$ cat src/rtl/game_state_tx.sv
// Game-state UART transmitter: snapshots the game state on send and sends a 7-byte packet LSB first.
// Optional even-parity bit per byte when GAME_TX_PARITY_EN is defined (default build: 8N1).
`timescale 1ns / 1ps

module game_state_tx #(
  parameter int unsigned CLKS_PER_BIT = 564,
  parameter logic [7:0]  SYNC_BYTE    = 8'hA5
) (
  input  logic        clk,
  input  logic        rst,
  input  logic        send,
  input  logic [11:0] ball_xpos,
  input  logic [11:0] ball_ypos,
  input  logic [3:0]  score_pl1,
  input  logic [3:0]  score_pl2,
  input  logic        endgame,
  input  logic        whistle,
  input  logic        last_touch,
  input  logic        mousectl,
  input  logic        reset_game,
  output logic        tx,
  output logic        busy,
  output logic        frame_done,
  output logic        overrun
);

  localparam int unsigned TimerW = (CLKS_PER_BIT > 1) ? $clog2(CLKS_PER_BIT) : 1;
  localparam logic [TimerW-1:0] TimerMax = TimerW'(CLKS_PER_BIT - 1);

  typedef enum logic [2:0] {
    StIdle,
    StStart,
    StData,
    StParity,
    StStop,
    StDone
  } state_e;

  state_e              state_q, state_d;
  logic [TimerW-1:0]   timer_q, timer_d;
  logic [2:0]          bit_idx_q, bit_idx_d;
  logic [2:0]          byte_idx_q, byte_idx_d;
  logic [39:0]         snap_q, snap_d;
  logic                overrun_q, overrun_d;

  logic                bit_tick;
  logic [7:0]          checksum;
  logic [7:0]          cur_byte;

  assign bit_tick = (timer_q == TimerMax);
  assign checksum = snap_q[39:32] ^ snap_q[31:24] ^ snap_q[23:16] ^ snap_q[15:8] ^ snap_q[7:0];

  // Snapshot holds B1..B5; B0 and B6 are derived on the fly.
  always_comb begin
    cur_byte = checksum;
    case (byte_idx_q)
      3'd0:    cur_byte = SYNC_BYTE;
      3'd1:    cur_byte = snap_q[39:32];
      3'd2:    cur_byte = snap_q[31:24];
      3'd3:    cur_byte = snap_q[23:16];
      3'd4:    cur_byte = snap_q[15:8];
      3'd5:    cur_byte = snap_q[7:0];
      default: cur_byte = checksum;
    endcase
  end

  always_ff @(posedge clk or negedge rst) begin
    if (!rst) begin
      state_q    <= StIdle;
      timer_q    <= '0;
      bit_idx_q  <= '0;
      byte_idx_q <= '0;
      snap_q     <= '0;
      overrun_q  <= 1'b0;
    end else begin
      state_q    <= state_d;
      timer_q    <= timer_d;
      bit_idx_q  <= bit_idx_d;
      byte_idx_q <= byte_idx_d;
      snap_q     <= snap_d;
      overrun_q  <= overrun_d;
    end
  end

  always_comb begin
    state_d    = state_q;
    timer_d    = '0;
    bit_idx_d  = bit_idx_q;
    byte_idx_d = byte_idx_q;
    snap_d     = snap_q;
    // Any send outside IDLE, including the DONE cycle, is dropped and flagged.
    overrun_d  = overrun_q | (send && (state_q != StIdle));

    if (state_q inside {StStart, StData, StParity, StStop}) begin
      timer_d = bit_tick ? '0 : timer_q + 1'b1;
    end

    case (state_q)
      StIdle: begin
        if (send) begin
          state_d    = StStart;
          byte_idx_d = '0;
          bit_idx_d  = '0;
          snap_d     = {ball_xpos[11:8], ball_ypos[11:8], ball_xpos[7:0], ball_ypos[7:0],
                        score_pl1, score_pl2,
                        endgame, whistle, last_touch, mousectl, reset_game, 3'b000};
        end
      end
      StStart: begin
        if (bit_tick) begin
          state_d   = StData;
          bit_idx_d = '0;
        end
      end
      StData: begin
        if (bit_tick) begin
          if (bit_idx_q == 3'd7) begin
`ifdef GAME_TX_PARITY_EN
            state_d = StParity;
`else
            state_d = StStop;
`endif
          end else begin
            bit_idx_d = bit_idx_q + 3'd1;
          end
        end
      end
      StParity: begin
        if (bit_tick) state_d = StStop;
      end
      StStop: begin
        if (bit_tick) begin
          if (byte_idx_q == 3'd6) begin
            state_d = StDone;
          end else begin
            byte_idx_d = byte_idx_q + 3'd1;
            state_d    = StStart;
          end
        end
      end
      StDone:  state_d = StIdle;
      default: state_d = StIdle;
    endcase
  end

  always_comb begin
    tx         = 1'b1;
    busy       = 1'b0;
    frame_done = 1'b0;
    overrun    = overrun_q;
    case (state_q)
      StStart: begin
        tx   = 1'b0;
        busy = 1'b1;
      end
      StData: begin
        tx   = cur_byte[bit_idx_q];
        busy = 1'b1;
      end
      StParity: begin
        tx   = ^cur_byte;
        busy = 1'b1;
      end
      StStop:  busy = 1'b1;
      StDone:  frame_done = 1'b1;
      default: ;
    endcase
  end

endmodule

$ cat config.mk
export PLATFORM = sky130hd
export DESIGN_NAME = game_state_tx
export DESIGN_NICKNAME = d
export VERILOG_FILES = /design/src/rtl/game_state_tx.sv
export SDC_FILE = /design/constraint.sdc
export NUM_CORES = 1
export LEC_CHECK = 0
export CELL_PAD_IN_SITES_DETAIL_PLACEMENT = 0
export CELL_PAD_IN_SITES_GLOBAL_PLACEMENT = 1
export CORE_AREA = 2 2 117 119
export DETAILED_ROUTE_END_ITERATION = 7
export DIE_AREA = 0 0 119 121
export PLACE_DENSITY_LB_ADDON = 0.1
export SLEW_MARGIN = 20
export SYNTH_ARGS = -nofsm -noshare
export SYNTH_HDL_FRONTEND = slang
export SYNTH_SLANG_ARGS = --single-unit
$ cat constraint.sdc
create_clock -name clk -period 4.9 [get_ports clk]
set_clock_uncertainty 0.05 [all_clocks]
set_input_delay 0.735 -clock clk [delete_from_list [all_inputs] [get_ports clk]]
set_output_delay 0.735 -clock clk [all_outputs]
set_load 0.03 [all_outputs]
# Word-level counts from Yosys, hierarchy flattened
# Index checks and enable logic that the tools add are counted.
# W data, S select, Z words.
[totals]
reg_bits = 57
in_bits = 40
out_inout_bits = 4
wordCells = 73
[classes]
addsub = 3
order_cmp = 1
n_eq_ne = 21
muxes = 24
bitwise = 5
reduce_logical = 13
[op_table]
columns = ["operator", "count"]
rows = [
  ["$pmux W8 S6", 1],
  ["$mux W3", 13],
  ["$xor A8 B8 Y8", 4],
  ["$mux W10", 2],
  ["$eq A3 B3 Y1 const B", 6],
  ["$pmux W3 S5", 1],
  ["$ne A2 B2 Y1 const B", 7],
  ["$eq A3 B2 Y1 const B", 4],
  ["$add A10 B1 Y10 const B", 1],
  ["$eq A10 B10 Y1 const B", 1],
  ["$pmux W3 S3", 1],
  ["$reduce_xor A8 Y1", 1],
  ["$add A3 B1 Y3 const B", 2],
  ["$eq A3 B1 Y1 const B", 2],
  ["$logic_not A3 Y1", 2],
  ["$pmux W3 S2", 1],
  ["$reduce_and A6 Y1", 1],
  ["$reduce_bool A3 Y1", 2],
  ["$reduce_and A5 Y1", 1],
  ["$lt A3 B4 Y1 const B", 1],
  ["$reduce_and A4 Y1", 1],
  ["$reduce_bool A4 Y1", 1],
  ["$reduce_or A4 Y1", 1],
  ["$bmux W1 S3", 1],
  ["other kinds (7)", 9],
]

# Logic depth before layout (Yosys ltp)
# Gate-level depths: netlist of run 1.
[depth]
depth_word = 8
depth_mapped = 13
mapped_depth_nobuf = 10

# Worst setup path before layout of run 1
# No wires, ideal clock.
[synth_timing]
kind = "reg-to-output"
start = "reg byte_idx_q[0]"
end = "out tx"
t_arrival_ps = 3068
t_required_ps = 4115
setup_slack_ps = 1047
stages_incl_launch_ff = 13
path_cell_list = "dfrtp_1 ha_1 ha_1 buf_6 or3_4 or2_1 buf_6 o211ai_1 o21ai_2 xnor2_1 xnor2_1 xnor3_1 o32ai_2"
[synth_between]
elab_chain_len = 5
word_cells_on_any_way = 11
[synth_rtl]
columns = ["element", "line", "rtl"]
rows = [
  ["start, declared", "42", "logic [2:0] byte_idx_q, byte_idx_d;"],
  ["start signal, assigned", "79", "byte_idx_q <= byte_idx_d;"],
  ["$eq A3 B3 Y1, or another cell as far along", "56", "case (byte_idx_q)"],
  ["$pmux W8 S6 (*)", "56", ""],
  ["$bmux W1 S3", "157", "tx = cur_byte[bit_idx_q];"],
  ["$mux W1 (not written as such)", "157", ""],
  ["$pmux W1 S3 (*)", "151", "case (state_q)"],
  ["end, declared", "21", "output logic tx,"],
]
# Every way passes the cells marked *; elsewhere a longest branch is shown, timed or not. The select of a mux whose other input is x is not followed.

# Worst setup path after layout of run 1
# Ends and elaborated chain as after synthesis.

==> run metrics, run 1 <==
status=finished clean; worst path buffer plus inverter count=2; # fillers=1343; Die ar.=14400 sq um; worst hold path class=reg -> reg; Worst path top cell family by delay=simple AND/OR/NAND/NOR gates; die span in y=121 um; Crit path required time=4.12 ns; Crit path largest cell delay=0.44 ns; Crit. End Element=output pin; final period utilization=88.7%; core area=13100 sq um; Final Max Slew Viols=0; met3 usage=3.34%; PortBufs=43; DR pass1 iterations=4; Routed Antenna Nets=0; CTS buffer count=9; final hold violations=0; Post CTS Setup Buffer Count=0; Cells after Synth=292; CTS H-tree lvls=3; data arrival time of the critical path=3.56 ns; Final HPWL DP=5660 um; number of global-route vias before repair=2453; Post-Syn Area=3220 sq um; wire per inst=15.1 um; commonest non-fill, non-tap cell in the layout=dfrtp_1; area occupied by registers=1430 sq um; most numerous cell on the critical path=xnor2_1; EDFF count, synth=0; synth unique cells=51; power density cells=309 nW/um^2; GRT Max-Usage Layer=met2; Mapped Nets=340; Via density=4.50; # diodes=0; GRT met1 Usage=15.9%; Hold WS=0.402 ns; initial drt markers=88; clock latency on the worst-skew pair=0.34 ns; vias=2338; Cell Chain, Critical Path=inv_1 > ha_1 > or3_4 > or2_1 > and3_1 > a21oi_2 > xnor2_1 > xnor2_1 > xnor3_1 > o32ai_2 > dlymetal6s2s_1; max_cap viols=0; mean area per synthesized cell=11.0 sq um; CP max stage cell=dfrtp_1; layout overhead on the synthesized area=28.1%; crit path kind=reg -> out; die width=119 um; post-synthesis async set-or-reset flop share=100%; Synth Flop Type=dfrtp_1; grt ovf=0; I/O pin count=44; Startpoint Class=flop; CP Launch Point=byte_idx_q[0]$_DFFE_PN0P_; fin nets=387; peak supply drop=0.131 mV; Finish-stage setup viols=0; ratio of cells with drive above 1 in the final layout=19.2%; clk buf depth=2; largest net degree at the start of global routing=58; Fin Setup TNS=0 ns; Final min period=4.34 ns; num rows=42; GR Util All Layers=12.0%; Reg-to-Reg Start=timer_q[0]$_DFF_PN0_; initial antenna violation count=0; Seq/Total Area, Yosys=44.3%; Reg2Reg Depth=9; FF+latch count, synth=57; Fmax achieved=230 MHz; CTS tree=yes; gp weighted congestion=0.765; CTS clk-pin slew, worst paths=0.05 ns; relative slew slack=47.1%; Worst path depth=11; Least-Margin Pin Slew=0.793 ns; clock sinks=57; area of the multi-input gates=1700 sq um; RR Endpoint=bit_idx_q[0]$_DFFE_PN0P_; Root Driver=clkbuf_16; reg-to-reg setup timing slack=2.44 ns; most frequent cells in the layout=dfrtp_1, clkdlybuf4s50_1, mux2_2, xnor2_1, nand2_1; met2 usage=17.8%; first-pass GRT wire length=13100 um; starting density of the core=24.6%; Critical Path Sink=tx; leakage power=1.72 nW; Yosys warnings=0; Post-Route WL=7830 um; RSZ-0062 raised after global routing=no; drc violations=0; crit-path max FO=13
logic make-up (layout without fill, tap and decap cells):
logic type / Yosys count / in the layout / synth area share, %
AND/OR/NAND/NOR: 72 / 72 / 11.3
flip-flops: 57 / 57 / 44.3
AO/OA/AOI/OAI: 53 / 53 / 11.6
XOR/XNOR: 43 / 43 / 12.5
multiplexers: 40 / 40 / 14.0
buffers and inverters: 19 / 70 / 3.30
adder cells (fa/ha/maj): 8 / 8 / 3.11
cells in the mapped netlist (2+ instances only):
cell type / instances / area [sq um]
o22ai_1: 3 / 18.8
xnor2_1: 30 / 263
buf_6: 4 / 45.0
and2_1: 3 / 18.8
nand3_1: 5 / 25.0
xnor3_1: 2 / 45.0
mux2_2: 40 / 450
nor3_1: 5 / 25.0
dfrtp_1: 57 / 1430
xor2_1: 11 / 96.3
nor2_1: 19 / 71.3
a21oi_1: 8 / 40.0
buf_1: 2 / 7.51
clkbuf_1: 3 / 11.3
nand4_1: 3 / 18.8
a21o_1: 2 / 15.0
and4_1: 2 / 17.5
nand2_1: 19 / 71.3
inv_1: 8 / 30.0
a31oi_1: 3 / 18.8
o211ai_1: 2 / 15.0
a22oi_1: 4 / 30.0
a222oi_1: 5 / 50.1
ha_1: 8 / 100
o21ai_0: 13 / 65.1
and3_1: 3 / 18.8
a22o_1: 3 / 26.3
nand2b_1: 2 / 12.5
worst min path at each step:
stage | start | to | cells after the start
after CTS | timer_q[0]$_DFF_PN0_ | timer_q[0]$_DFF_PN0_ | 1
after global routing | timer_q[0]$_DFF_PN0_ | timer_q[0]$_DFF_PN0_ | 1
after global placement | overrun$_DFF_PN0_ | overrun$_DFF_PN0_ | 1
after detailed placement | overrun$_DFF_PN0_ | overrun$_DFF_PN0_ | 1
final | overrun$_DFF_PN0_ | overrun$_DFF_PN0_ | 1
after floorplan | timer_q[0]$_DFF_PN0_ | timer_q[0]$_DFF_PN0_ | 1
report_power, final:
group	internal [mW]	switching (mW)
clock network	0.416	0.209
logic	0.0876	0.0578
registers	0.488	0.0179
total	0.991	0.285
cell type report:
class,instances,share of cell area (%)
timing repair buffer,47,11.1
multi-input combinational,216,41.1
tap,176,5.33
sequential,57,34.5
inverter,8,0.727
clock buffer,12,6.21
clock inverter,3,0.970
repair_timing:
item / in CTS / in global routing
setup endpoints to repair: 0 / 1
resized for setup: 0 / 1
hold buffers: 0 / 0
layer usage:
layer	share of wire, %	wire, um
met5	0	0
met4	2.5	195
met3	4.1	321
met2	45	3490
met1	49	3820
sequential cells by signal (all words and copies together) (netlist names):
signal	flops
timer_q	10
snap_q	37
bit_idx_q	3
overrun	1
byte_idx_q	3
state_q	3
stage by stage:
stage | power (mW) | cells | worst slack, ns | util [%] | instance area [sq um]
2_1_floorplan | 0.599 | 292 | 1.05 | - | 3220
3_3_place_gp | 0.663 | 504 | 0.515 | 29.3 | 3830
3_5_place_dp | 0.662 | 504 | 0.482 | 29.3 | 3830
4_1_cts | 1.31 | 519 | 0.112 | 31.5 | 4130
5_1_grt | 1.34 | 519 | 0.258 | 31.6 | 4130
6_report | 1.28 | 519 | 0.555 | 31.6 | 4130
(Power assumes the default switching activity.)
==> run 2: changes to the inputs <==
CAP_MARGIN = 0   (was not set)
clock period = 3.6 ns   (was 4.9 ns; I/O delays follow)
==> run 2 against run 1 <==
The run now ends with negative setup slack left. Critical endpoint unchanged. Power rose by 41%. Sequential power grew 36%. Die area unchanged. Sequential share of layout area is 2.3 points lower. Combinational power increased by 58%. Setup slack worse by 0.81 ns. Routed wire length up 3.0%. Sequential cell count stayed put. Largest cell class unchanged. First-iteration DRC count increased by 22%. Clock power up 42%. Register-to-register slack worse by 1.4 ns. Critical path type unchanged.
==> run metrics, run 2 (same netlist as run 1, synthesis figures left out) <==
core area=13100 sq um (unchanged); first-pass GRT wire length=13200 um (+0.69%); Via density=4.49 (-0.35%); Reg2Reg Depth=9 (unchanged); Die ar.=14400 sq um (unchanged); Crit path largest cell delay=0.47 ns (+0.03 ns); final core occ=33.8% (+2.2 points); largest net degree at the start of global routing=35 (-40%); Startpoint Class=flop; I/O pin count=44 (unchanged); status=complete, but fails checks; Largest register FFs=37 (unchanged); ratio of cells with drive above 1 in the final layout=27.3% (+8.1 points); layout overhead on the synthesized area=37.1%; crit-path max FO=4 (-9); CP max stage cell=xnor3_2; Post-Route WL=8060 um (+3.0%); drc violations=0 (unchanged); CTS tree=yes; peak supply drop=0.183 mV (+40%); max_cap viols=0 (unchanged); initial antenna violation count=0 (unchanged); leakage power=1.84 nW (+6.9%); CTS buffer count=9 (unchanged); most flop-heavy register=snap_q; Crit. End Element=output pin; PnR worst setup slack=-0.253 ns (-0.808 ns); Worst path depth=12 (+1); Final min period=3.85 ns; power density cells=408 nW/um^2 (+32%); CTS Hold Bufs=0 (unchanged); fin nets=410 (+5.9%); GR Util All Layers=11.9% (-0.066 points); # diodes=0 (unchanged); crit path kind=reg -> out; final hold violations=0 (unchanged); reg-to-reg setup timing slack=1.02 ns (-1.42 ns); relative slew slack=51.7% (+4.6 points); DP Worst Slack=-0.00867 ns (-0.491 ns); failing checks=negative setup slack; clock sinks=57 (unchanged); number of global-route vias before repair=2422 (-1.3%); die width=119 um (unchanged); num rows=42 (unchanged); Fmax achieved=260 MHz; Finish-stage setup viols=1 (+1); worst path buffer plus inverter count=2 (unchanged); most numerous cell on the critical path=xnor2_1; wire per inst=14.9 um (-1.4%); commonest non-fill, non-tap cell in the layout=dfrtp_1; Routed Antenna Nets=0 (unchanged); Root Driver=clkbuf_16; Worst path top cell family by delay=simple AND/OR/NAND/NOR gates; Final HPWL DP=5880 um (+4.0%); Final Max Slew Viols=0 (unchanged); biggest regs=snap_q x37, timer_q x10; Least-Margin Pin Slew=0.722 ns (-0.0709 ns); Crit path required time=3.01 ns (-1.11 ns); data arrival time of the critical path=3.26 ns (-0.30 ns); most frequent cells in the layout=dfrtp_1, clkdlybuf4s50_1, mux2_2, xnor2_1, buf_4; CTS H-tree lvls=3 (unchanged); clock latency on the worst-skew pair=0.33 ns (about the same); Fin Setup TNS=-0.253 ns (-0.253 ns); grt ovf=0 (unchanged); final period utilization=107%; die span in y=121 um (unchanged); clk buf depth=2 (unchanged); # fillers=1346 (+0.22%); vias=2433 (+4.1%); gp weighted congestion=0.742 (-3.0%); worst hold path class=in -> async; CTS clk-pin slew, worst paths=0.05 ns (about the same); starting density of the core=24.6% (unchanged); Cell Chain, Critical Path=ha_2 > ha_4 > or3_4 > or2_4 > buf_6 > and3_4 > a21oi_2 > xnor2_1 > xnor2_1 > xnor3_2 > o32ai_4 > buf_12; PortBufs=43 (unchanged); initial drt markers=107 (+22%); RSZ-0062 raised after global routing=yes; DR pass1 iterations=4 (unchanged)
-- run 2: layer usage --
metal,part of all wire (%),track usage (%),vias up
met5,0,0,-
met4,1.3,4.02,0
met2,45,18.2,41
met3,3.8,3.57,6
met1,50,16.1,1192
li1,-,-,1194
-- run 2: metrics by stage --
stage | hold slack [ns] | area [sq um] | instances | power [mW]
floorplan | 0.194 | 3230 | 292 | 0.818
global placement | 0.392 | 3980 | 519 | 0.912
detailed placement | 0.401 | 3980 | 519 | 0.911
CTS | 0.183 | 4370 | 538 | 1.83
global route | 0.216 | 4420 | 542 | 1.90
finish | 0.164 | 4420 | 542 | 1.80
-- run 2: final cells by class --
| class | instances | area [sq um] | share of cell area (%) |
|---|---|---|---|
| Multi-Input combinational cell | 216 | 1760 | 39.8 |
| Sequential cell | 57 | 1430 | 32.3 |
| Timing Repair Buffer | 70 | 669 | 15.1 |
| Clock buffer | 13 | 280 | 6.34 |
| Tap cell | 176 | 220 | 4.98 |
| Clock inverter | 2 | 35.0 | 0.793 |
| Inverter | 8 | 30.0 | 0.680 |
-- run 2: path summary, 6_finish.rpt --
path                                            from                       end
max                        byte_idx_q[0]$_DFFE_PN0P_                        tx
min                                              rst         overrun$_DFF_PN0_
max reg2reg                     timer_q[0]$_DFF_PN0_  bit_idx_q[0]$_DFFE_PN0P_
min reg2reg                        overrun$_DFF_PN0_         overrun$_DFF_PN0_
max in group asynchronous                        rst    snap_q[27]$_DFFE_PN0P_
min in group clk                   overrun$_DFF_PN0_         overrun$_DFF_PN0_
-- run 2: where the power goes --
| group | internal, mW | leakage (nW) | switching (mW) |
|---|---|---|---|
| clock network | 0.605 | 0.158 | 0.283 |
| registers | 0.664 | 0.708 | 0.0225 |
| logic | 0.138 | 0.974 | 0.0906 |
| total | 1.41 | 1.84 | 0.397 |
-- run 2: worst register-to-register path, cell delays in order, from the launching register on --
cell      delay (ns)
dfrtp_1         0.36
ha_1            0.27
nor4bb_1        0.35
nand4_1         0.44
nor3_1          0.30
a21oi_1         0.07
o21ai_0         0.17
nand2b_1        0.16
nor4_1          0.22
a21o_1          0.12
-- run 2: what timing repair did --
item / 4_1_cts / 5_1_grt
setup buffers: 4 / 4
endpoints found under the hold margin: 0 / 0
gates cloned: 0 / 0
pin swaps: 11 / 7
gates resized for setup: 13 / 6
setup endpoints to repair: 1 / 1
